--- src/rtl/traffic_light_sequencer.sv ---
// Timed RED -> GREEN -> YELLOW phase sequencer feeding the traffic-light control unit.
// Define TRAFFIC_PED_SERVICE_EN to enable pedestrian early-exit from GREEN and ped_ack.
module traffic_light_sequencer #(
    parameter int RED_CYCLES    = 20,
    parameter int GREEN_CYCLES  = 30,
    parameter int YELLOW_CYCLES = 5,
    parameter int MIN_GREEN     = 10,
    parameter int CNT_W         = 8
) (
    input  logic             clk,
    input  logic             reset,
    input  logic             enable,
    input  logic             ped_req,
    output logic [1:0]       sw_traffic_lights,
    output logic [1:0]       phase,
    output logic [CNT_W-1:0] timer,
    output logic             ped_ack
);

    typedef enum logic [1:0] {
        IDLE   = 2'd0,
        RED    = 2'd1,
        GREEN  = 2'd2,
        YELLOW = 2'd3
    } state_t;

    localparam logic [CNT_W-1:0] RED_LAST    = CNT_W'(RED_CYCLES - 1);
    localparam logic [CNT_W-1:0] GREEN_LAST  = CNT_W'(GREEN_CYCLES - 1);
    localparam logic [CNT_W-1:0] YELLOW_LAST = CNT_W'(YELLOW_CYCLES - 1);

    state_t           state, state_nxt;
    logic [CNT_W-1:0] timer_nxt;
    logic [CNT_W-1:0] phase_last;
    logic [1:0]       sw_nxt;
    logic             ack_nxt;
    logic             ped_exit;
    logic             green_exit;

`ifdef TRAFFIC_PED_SERVICE_EN
    localparam logic [CNT_W-1:0] MIN_LAST = CNT_W'(MIN_GREEN - 1);

    logic ped_pending, pending_nxt;
    logic ped_seen;

    // A request arriving on the exit cycle itself counts as served by that exit.
    assign ped_seen = ped_pending | ped_req;
    assign ped_exit = (state == GREEN) && ped_seen && (timer >= MIN_LAST);
`else
    logic unused_ped_req;

    assign unused_ped_req = ped_req;
    assign ped_exit       = 1'b0;
`endif

    always_ff @(posedge clk or posedge reset) begin
        if (reset) begin
            state             <= IDLE;
            timer             <= '0;
            sw_traffic_lights <= 2'b01;
            ped_ack           <= 1'b0;
        end else begin
            state             <= state_nxt;
            timer             <= timer_nxt;
            sw_traffic_lights <= sw_nxt;
            ped_ack           <= ack_nxt;
        end
    end

`ifdef TRAFFIC_PED_SERVICE_EN
    always_ff @(posedge clk or posedge reset) begin
        if (reset) ped_pending <= 1'b0;
        else       ped_pending <= pending_nxt;
    end
`endif

    always_comb begin
        state_nxt  = state;
        timer_nxt  = timer;
        phase_last = RED_LAST;

        case (state)
            RED:     phase_last = RED_LAST;
            GREEN:   phase_last = GREEN_LAST;
            YELLOW:  phase_last = YELLOW_LAST;
            IDLE:    phase_last = RED_LAST;
        endcase

        if (enable) begin
            case (state)
                IDLE: begin
                    state_nxt = RED;
                    timer_nxt = '0;
                end
                RED, GREEN, YELLOW: begin
                    if (timer == phase_last || ped_exit) begin
                        timer_nxt = '0;
                        case (state)
                            RED:     state_nxt = GREEN;
                            GREEN:   state_nxt = YELLOW;
                            YELLOW:  state_nxt = RED;
                            IDLE:    state_nxt = RED;
                        endcase
                    end else begin
                        timer_nxt = timer + CNT_W'(1);
                    end
                end
            endcase
        end

        // Control unit must see Red while the sequencer is still idle.
        sw_nxt     = (state_nxt == IDLE) ? 2'b01 : state_nxt;
        green_exit = (state == GREEN) && (state_nxt == YELLOW);
    end

`ifdef TRAFFIC_PED_SERVICE_EN
    always_comb begin
        ack_nxt     = green_exit && ped_seen;
        pending_nxt = green_exit ? 1'b0 : ped_seen;
    end
`else
    always_comb begin
        ack_nxt = 1'b0;
        if (green_exit) ack_nxt = 1'b0;
    end
`endif

    assign phase = state;

endmodule

--- config.mk ---
export PLATFORM = sky130hd
export DESIGN_NAME = traffic_light_sequencer
export DESIGN_NICKNAME = d
export VERILOG_FILES = /design/src/rtl/traffic_light_sequencer.sv
export SDC_FILE = /design/constraint.sdc
export NUM_CORES = 1
export LEC_CHECK = 0
export ABC_CLOCK_PERIOD_IN_PS = 2000
export CAP_MARGIN = 20
export CORE_UTILIZATION = 35
export DETAILED_ROUTE_END_ITERATION = 12
export SYNTH_ARGS = -nofsm -noshare
export SYNTH_HDL_FRONTEND = slang
export SYNTH_SLANG_ARGS = --single-unit
--- constraint.sdc ---
create_clock -name clk -period 2 [get_ports clk]
set_clock_uncertainty 0.2 [all_clocks]
set_input_delay 0.2 -clock clk [delete_from_list [all_inputs] [get_ports clk]]
set_output_delay 0.2 -clock clk [all_outputs]
set_load 0.03 [all_outputs]
==> impl_metrics.py, run 1 <==
metrics = {
    "power": {
        "vdd_ir_drop_max_mv": 0.847,
        "p_switching_uw": 703,
        "intPower_uw": 819,
        "clkPwrFrac": 0.129,
        "p_comb_frac": 0.539,
        "power_frac_seq": 0.332,
        "sw_frac_of_total": 0.462,
        "leakage_uw": 0.000371,
        "p_per_area_nw_per_um2": 1660,
    },
    "clock_tree": {
        "post_cts.repair.setup_buffers": 0,
        "clk_path_buf_depth": 2,
        "cts_tree": "yes",
        "clk_latency_ps": 270,
        "clock-root-buffer": "clkbuf_4",
        "cts.sinks": 12,
        "h-tree-depth": 1,
        "clkTransAtPathRegs_ps": 80,
        "numCtsBuffers": 3,
    },
    "worst_setup_path": {
        "crit_fanout": 7,
        "r2r.worst_path.cells": 4,
        "crit_required_ps": 1600,
        "path_buf_inv": 1,
        "max_stage_delay_ps": 730,
        "reg2reg_from": "timer[1]$_DFFE_PP0P_",
        "critPathKind": "flip-flop to output pin",
        "regToRegSetupSlack_ps": 160,
        "slowest_stage": "clkdlybuf4s50_1",
        "path_cells": "clkdlybuf4s50_1",
        "crit_arrival_ps": 1530,
        "crit_path_start_kind": "flip-flop",
        "critPathTopFamily": "buffers and inverters",
        "rr_endpoint": "timer[1]$_DFFE_PP0P_",
        "endpoint_kind": "output pin",
    },
    "die": {
        "start_util": 0.392,
        "die_area_sq_um": 2200,
        "core_sq_um": 1800,
        "fp.dieW_microns": 46.9,
        "ios": 17,
        "rows": 15,
        "die_h_microns": 46.9,
    },
    "finish": {
        "final_common_cell": "clkdlybuf4s50_1",
        "finalNonFillerCells": 113,
        "multi_input_area_sq_um": 374,
        "antenna_cells": 0,
        "final_cell_mix": "clkdlybuf4s50_1 (13), dfrtp_1 (11), a21oi_1 (7), nand2_1 (6), nand3_1 (4)",
        "areaGrowthSynthToFinish_pct": 29.8,
        "finalNetCount": 94,
        "seqCellArea_sq_um": 302,
        "design_area_sq_um": 916,
        "fillers": 185,
        "final_layout_size_suffix_gt1_frac": 0.148,
    },
    "min_path": {
        "holdCritPathClass": "input pin to asynchronous set/reset pin",
    },
    "routing": {
        "vias": 598,
        "avgRoutedWirePerCell_microns": 13.3,
        "viasPerCell": 5.29,
        "first_pass_iters": 3,
        "drc_errors": 0,
        "routed_wl_microns": 1510,
        "drtIter0Drc": 4,
        "postRouteAntennaNets": 0,
    },
    "timing": {
        "max_freq_ghz": 0.519,
        "fin_ws_ps": 72.0,
        "setup_tns_ps": 0,
        "rsz0062_at_grt": "no",
        "final-hold-violation-count": 0,
        "post-route-period-util": 0.964,
        "finalSetupViolCount": 0,
        "drv_slew": 0,
        "min_period_ps": 1930,
    },
    "grt": {
        "overflow": 0,
        "grt_max_degree": 15,
        "grt_pass1_wl_microns": 2440,
        "antenna_found_initial": 0,
        "grt_pass1_vias": 528,
        "grt_usage": 0.166,
    },
    "synthesis": {
        "yosys-top-cells-area": "dfrtp_1 (39%), a21oi_1 (5.0%), a2111oi_4 (3.9%), dfstp_2 (3.7%), xnor2_1 (3.7%)",
        "synth_seq_cells": 12,
        "yosysTopAreaCellShare": 0.390,
        "yosysWarningCount": 0,
        "netlist-cell-type-count": 31,
        "synth_nets": 76,
        "yosysTopAreaCell": "dfrtp_1",
        "syn-cell-area_sq_um": 706,
        "synthCells": 71,
        "syn_avg_cell_area_sq_um": 9.94,
        "yosysSeqAreaShare": 0.427,
    },
    "placement": {
        "dp_cells": 109,
        "gp_congestion": 0.752,
        "portBuffers": 14,
        "place_hpwl_microns": 1080,
        "place_ws_ps": 173,
        "place_area_sq_um": 877,
    },
    "run_status": {
        "status": "finished clean",
    },
    "run": {
        "max-cap-violations": 0,
    },
}
==> metrics by stage <==
stage | hold slack, ps | total power (uW) | utilization
after global routing | 94.0 | 1630 | 0.508
after detailed placement | 358 | 1330 | 0.487
after global placement | 347 | 1310 | 0.487
after floorplan | -136 | 1040 | -
after CTS | 59.5 | 1530 | 0.507
final | 42.3 | 1520 | 0.508
==> synthesized netlist by cell type, drive strengths merged <==
library cell / instances
nor2: 1
a2111oi: 1
nand2b: 2
nand2: 6
o22a: 1
o21ai: 4
mux2i: 1
dfstp: 1
dfrtp: 11
buf: 4
o22ai: 3
conb: 1
or3: 2
ha: 1
o2111a: 1
a21o: 1
o211a: 1
xnor2: 3
o2111ai: 1
inv: 2
nor3b: 1
nand3: 4
a21oi: 7
nor3: 1
nand4: 4
xor2: 3
nor2b: 3
==> state kept, by name, indices dropped and copies added (netlist names) <==
name	flops
timer	8
sw_traffic_lights	2
phase	2
==> worst max path at each step <==
| stage | startpoint | depth (start not counted) | to | slack (ps) |
|---|---|---|---|---|
| after floorplan | timer[1]$_DFFE_PP0P_ | 4 | phase[1]$_DFF_PP0_ | 200 |
| after global placement | timer[1]$_DFFE_PP0P_ | 4 | timer[1]$_DFFE_PP0P_ | 210 |
| after detailed placement | timer[1]$_DFFE_PP0P_ | 4 | timer[1]$_DFFE_PP0P_ | 170 |
| after CTS | phase[0]$_DFF_PP0_ | 1 | phase[0] | 8 |
| after global routing | timer[2]$_DFFE_PP0P_ | 1 | timer[2] | 20 |
| final | timer[1]$_DFFE_PP0P_ | 1 | timer[1] | 70 |
==> routing by layer <==
metal,track usage,vias to the layer above,routed length [microns]
li1,-,293,-
met1,0.213,291,730
met2,0.264,12,719
met3,0.0231,2,48
met4,0.103,0,9
met5,0,-,0
==> worst reg2reg max path, delay by kind of cell (launching register included) <==
kind / cells / cell delay (ps)
compound gates: 4 / 1030
flops: 1 / 490
==> area by class of cell <==
type	instances	share of cell area
multi-input combinational	53	0.408
sequential	12	0.329
timing repair buffer	17	0.180
clock buffer	4	0.0396
tap	25	0.0342
inverter	2	0.00820
==> timing repair <==
item                                   4_1_cts  5_1_grt
setup endpoints to repair                    0        1
resized for setup                            0        1
hold buffers                                 0        0
endpoints found under the hold margin        0        0
==> cell families (layout without fill, tap and decap cells) <==
| logic type | count (synthesis) | count (layout) | synth area share |
|---|---|---|---|
| muxes | 1 | 1 | 0.0142 |
| and+or+nand+nor | 24 | 24 | 0.190 |
| xor gates and xnor gates | 6 | 6 | 0.0745 |
| other | 1 | 1 | 0.00531 |
| adders and majority gates | 1 | 1 | 0.0177 |
| AOI/OAI and AO/OA | 20 | 20 | 0.229 |
| DFF | 12 | 12 | 0.427 |
| buffers and inverters | 6 | 23 | 0.0426 |
==> power groups by stage <==
stage	combinational (uW)	clock [uW]	sequential [uW]
detailed placement	821	0	508
finish	820	196	506
floorplan	400	0	636
global placement	805	0	506
global route	886	216	523
CTS	823	204	506
Power figures use the tool's default switching activity.
==> run 2: changes to the inputs <==
--- a/config.mk
+++ b/config.mk
@@ -9,6 +9,8 @@
 export CAP_MARGIN = 20
 export CORE_UTILIZATION = 35
 export DETAILED_ROUTE_END_ITERATION = 12
+export PLACE_DENSITY = 0.61
+export SKIP_LAST_GASP = 1
 export SYNTH_ARGS = -nofsm -noshare
 export SYNTH_HDL_FRONTEND = slang
 export SYNTH_SLANG_ARGS = --single-unit
==> run 2 against run 1 <==
  * Register-to-register slack hardly changed
  * Largest cell class unchanged
  * Core utilization stayed put
  * Sequential power is 2% higher
  * Maximum frequency is 1.5% higher
  * Wire length is 4.6% lower
  * Clock power is 2% lower
  * Power is 1.8% lower
  * Critical endpoint unchanged
  * Critical path type unchanged
  * Highest routed layer unchanged
  * Die area stayed put
==> impl_metrics.py, run 2 (synthesized netlist as in run 1, its figures left out) <==
metrics = {
    "run_status": {
        "status": "finished clean",
    },
    "die": {
        "die_area_sq_um": 2200,
        "rows": 15,
        "start_util": 0.392,
        "fp.dieW_microns": 46.9,
        "core_sq_um": 1800,
        "die_h_microns": 46.9,
        "ios": 17,
    },
    "routing": {
        "routed_wl_microns": 1440,
        "drc_errors": 0,
        "drtIter0Drc": 3,
        "viasPerCell": 5.15,
        "vias": 582,
        "avgRoutedWirePerCell_microns": 12.7,
        "postRouteAntennaNets": 0,
        "first_pass_iters": 4,
    },
    "finish": {
        "final_layout_size_suffix_gt1_frac": 0.148,
        "final_common_cell": "clkdlybuf4s50_1",
        "multi_input_area_sq_um": 374,
        "fillers": 192,
        "final_cell_mix": "clkdlybuf4s50_1 (13), dfrtp_1 (11), a21oi_1 (7), nand2_1 (6), nand3_1 (4)",
        "areaGrowthSynthToFinish_pct": 29.8,
        "seqCellArea_sq_um": 302,
        "antenna_cells": 0,
        "finalNetCount": 94,
        "top_register": "timer",
        "largest_register_ffs": 8,
    },
    "worst_setup_path": {
        "critPathKind": "flip-flop to output pin",
        "rr_endpoint": "timer[1]$_DFFE_PP0P_",
        "endpoint": "timer[1]",
        "crit_fanout": 7,
        "r2r.worst_path.cells": 4,
        "reg2reg_from": "timer[1]$_DFFE_PP0P_",
        "slowest_stage": "clkdlybuf4s50_1",
        "endpoint_kind": "output pin",
        "path_buf_inv": 1,
        "crit_path_start_kind": "flip-flop",
        "startpoint": "timer[1]$_DFFE_PP0P_",
        "crit_arrival_ps": 1500,
        "critPathTopFamily": "buffers and inverters",
        "regToRegSetupSlack_ps": 160,
        "worst-path-stages": 1,
        "path_cells": "clkdlybuf4s50_1",
        "max_stage_delay_ps": 730,
        "crit_required_ps": 1600,
    },
    "clock_tree": {
        "post_cts.repair.setup_buffers": 0,
        "cts_tree": "yes",
        "clock-root-buffer": "clkbuf_4",
        "cts_resized": 0,
        "clk_path_buf_depth": 2,
        "holdBufCountCts": 0,
        "numCtsBuffers": 3,
        "cts.sinks": 12,
        "clkTransAtPathRegs_ps": 80,
        "h-tree-depth": 1,
        "clk_latency_ps": 270,
    },
    "timing": {
        "min_period_ps": 1900,
        "max_freq_ghz": 0.527,
        "rsz0062_at_grt": "no",
        "final-hold-violation-count": 0,
        "setup_tns_ps": 0,
        "finalSetupViolCount": 0,
        "drv_slew": 0,
        "post-route-period-util": 0.950,
    },
    "power": {
        "power_frac_seq": 0.344,
        "vdd_ir_drop_max_mv": 0.826,
        "p_switching_uw": 687,
        "power_uw": 1490,
        "p_comb_frac": 0.527,
        "p_per_area_nw_per_um2": 1630,
        "clkPwrFrac": 0.128,
        "leakage_uw": 0.000371,
        "sw_frac_of_total": 0.460,
        "intPower_uw": 808,
    },
    "grt": {
        "grt_use_met1": 0.222,
        "antenna_found_initial": 0,
        "overflow": 0,
        "grt_pass1_wl_microns": 2340,
        "met2_usage": 0.225,
        "grt_pass1_vias": 521,
        "grt_max_degree": 13,
        "busiest_layer": "met2",
        "grtUsageMet3": 0.0231,
        "grt_usage": 0.156,
    },
    "placement": {
        "place_hpwl_microns": 1020,
        "gp_congestion": 0.757,
        "portBuffers": 14,
    },
    "min_path": {
        "holdCritPathClass": "input pin to asynchronous set/reset pin",
    },
    "run": {
        "max-cap-violations": 0,
    },
}
-- run 2: how the worst min path moves through the flow --
stage | slack, ps | to | cells past startpoint
floorplan | -140 | phase[0]$_DFF_PP0_ | 1
global placement | 360 | sw_traffic_lights[1]$_DFF_PP0_ | 2
detailed placement | 360 | sw_traffic_lights[1]$_DFF_PP0_ | 2
CTS | 70 | sw_traffic_lights[1]$_DFF_PP0_ | 2
global route | 100 | timer[0]$_DFFE_PP0P_ | 2
finish | 40 | timer[6]$_DFFE_PP0P_ | 2
-- run 2: cell type report --
| class | count | share of cell area |
|---|---|---|
| clock buffer | 4 | 0.0396 |
| inverter | 2 | 0.00820 |
| timing repair buffer | 17 | 0.180 |
| multi-input combinational | 53 | 0.408 |
| sequential | 12 | 0.329 |
| tap | 25 | 0.0342 |
-- run 2: layer usage --
layer  wire length, microns  share of wire
met1                    751           0.52
met2                    624           0.43
met3                     52          0.036
met4                      9         0.0063
met5                      0              0
-- run 2: power by group through the flow --
stage / logic, uW / clock network (uW) / registers (uW)
final: 788 / 192 / 515
after CTS: 794 / 197 / 512
after floorplan: 400 / 0 / 636
after global placement: 781 / 0 / 516
after global routing: 862 / 209 / 536
after detailed placement: 790 / 0 / 517
-- run 2: stage by stage --
step	instance area [sq um]	hold slack, ps	util	setup WS, ps	instances
detailed placement	877	355	0.487	178	109
floorplan	706	-136	-	201	71
global route	916	100	0.508	11.6	113
CTS	913	66.9	0.507	18.2	113
global placement	877	358	0.487	193	109
finish	916	42.6	0.508	101	113
==> RTL edit (flow settings as in run 2) <==
Change the parameter `CNT_W` from 8 to 12.
--- a/src/rtl/traffic_light_sequencer.sv
+++ b/src/rtl/traffic_light_sequencer.sv
@@ -7,3 +7,3 @@
     parameter int MIN_GREEN     = 10,
-    parameter int CNT_W         = 8
+    parameter int CNT_W         = 12
 ) (
Ports: changed (resized timer); port bits go from 17 to 21. The function was not compared with the original's and may differ.
==> RTL edit against run 2 <==
Via count up 64%; sequential cell count up 4; fmax down 6.1%; worst setup slack worse by 120 ps; power down 1.9%; global-route usage up 3.6 points; utilization up 3.4 points; the flow now finishes with violations (setup timing); final area up 52%; non-clock buffer count up 21; area after synthesis up 39%; wire length up 77%; largest power group unchanged.
==> RTL edit: results (changes against run 2) <==
On the critical path, the stage with the largest delay is an instance of o41a_1. The post-detailed-routing wire length is 2550 um (+77%). In the post-synthesis netlist, the biggest area contributors are dfrtp_1 (38%), nand3_1 (5.6%), o21ai_0 (4.6%). The number of flip-flops in the largest register came to 12 (+4).

The final HPWL from detailed placement came out at 1960 um (+93%). The initial DRC count came out at 26 (+23). The share of final-layout standard cells stronger than drive strength 1 was 28.2% (+13 points).

The global-route wire length before repair came out at 4030 um (+72%). The worst reg2reg path endpoint is timer[9]. The share of synthesized area occupied by flip-flops and latches was 41.0% (-1.7 points). The count of placed standard cells including taps came out at 174 (+60%).

The run finished, with violations left. The synthesized netlist net count came out at 119 (+57%). The largest fanout of any net on the critical path came out at 5 (-2).

The setup slack of the critical path after layout came to -23.2 ps (-124 ps). The post-cts sizing count came out at 4 (+4). The count of cell types in the netlist is 37 (+19%). The setup fix buffers added after clock tree synthesis is 1 (+1). By count the netlist is led by dfrtp_1 (15), nand3_1 (11), nand2_1 (9), o21ai_0 (9), inv_1 (8).

The final weighted congestion in routability-driven placement is 0.811 (+7.2%). The number of fill cells came out at 247 (+29%). The number of nets at the end of the flow is 155 (+65%).

The checks that failed: setup timing. The worst-case hold slack came out at 89.0 ps (+46.5 ps). The final-report setup violation count came out at 6 (+6). The stage delay of the slowest cell on the critical path came to 480 ps (-250 ps). The largest net degree at the start of global routing came to 17 (+4).

The overall via count from detail_route was 953 (+64%). The via count of the first global-routing pass is 867 (+66%). The summed instance area of the synthesized netlist is 980 um^2 (+39%). The category of cells accounting for the largest share of critical-path delay is compound AO/OA/AOI/OAI gates. The sum of negative setup slack came to -98.7 ps (-98.7 ps). The cell count after synthesis is 114 (+61%). The worst setup slack after placement is -54.0 ps (-232 ps).
[RTL edit: where the power goes]
group / internal (uW) / switching (uW) / leakage, uW / total [uW]
Clock: 77.3 / 99.6 / 0.0000150 / 177
Combinational: 360 / 434 / 0.000416 / 794
Sequential: 404 / 90.7 / 0.000160 / 495
[RTL edit: logic make-up after synthesis]
kind of cell,Yosys count,share of synthesized area [%]
AO/OA/AOI/OAI,27,18.4
flip-flops,16,41.0
other,1,0.383
AND/OR/NAND/NOR,51,28.4
XOR/XNOR,2,1.79
multiplexers,1,1.02
buffers and inverters,15,7.79
adder cells (fa/ha/maj),1,1.28
[RTL edit: final cells by class]
type	instances	share of cell area, %
clock buffers	4	1.89
inverters	8	2.16
multi-input cells	83	39.4
flip-flops and latches	16	29.6
well taps	30	2.70
repair buffers	38	24.2
[RTL edit: routing by layer]
metal,GRT usage (%),routed length (um),share of wire (%)
met5,0,0,0
met4,5.00,12,0.47
met3,2.46,106,4.2
met2,30.5,1180,46
met1,27.3,1250,49
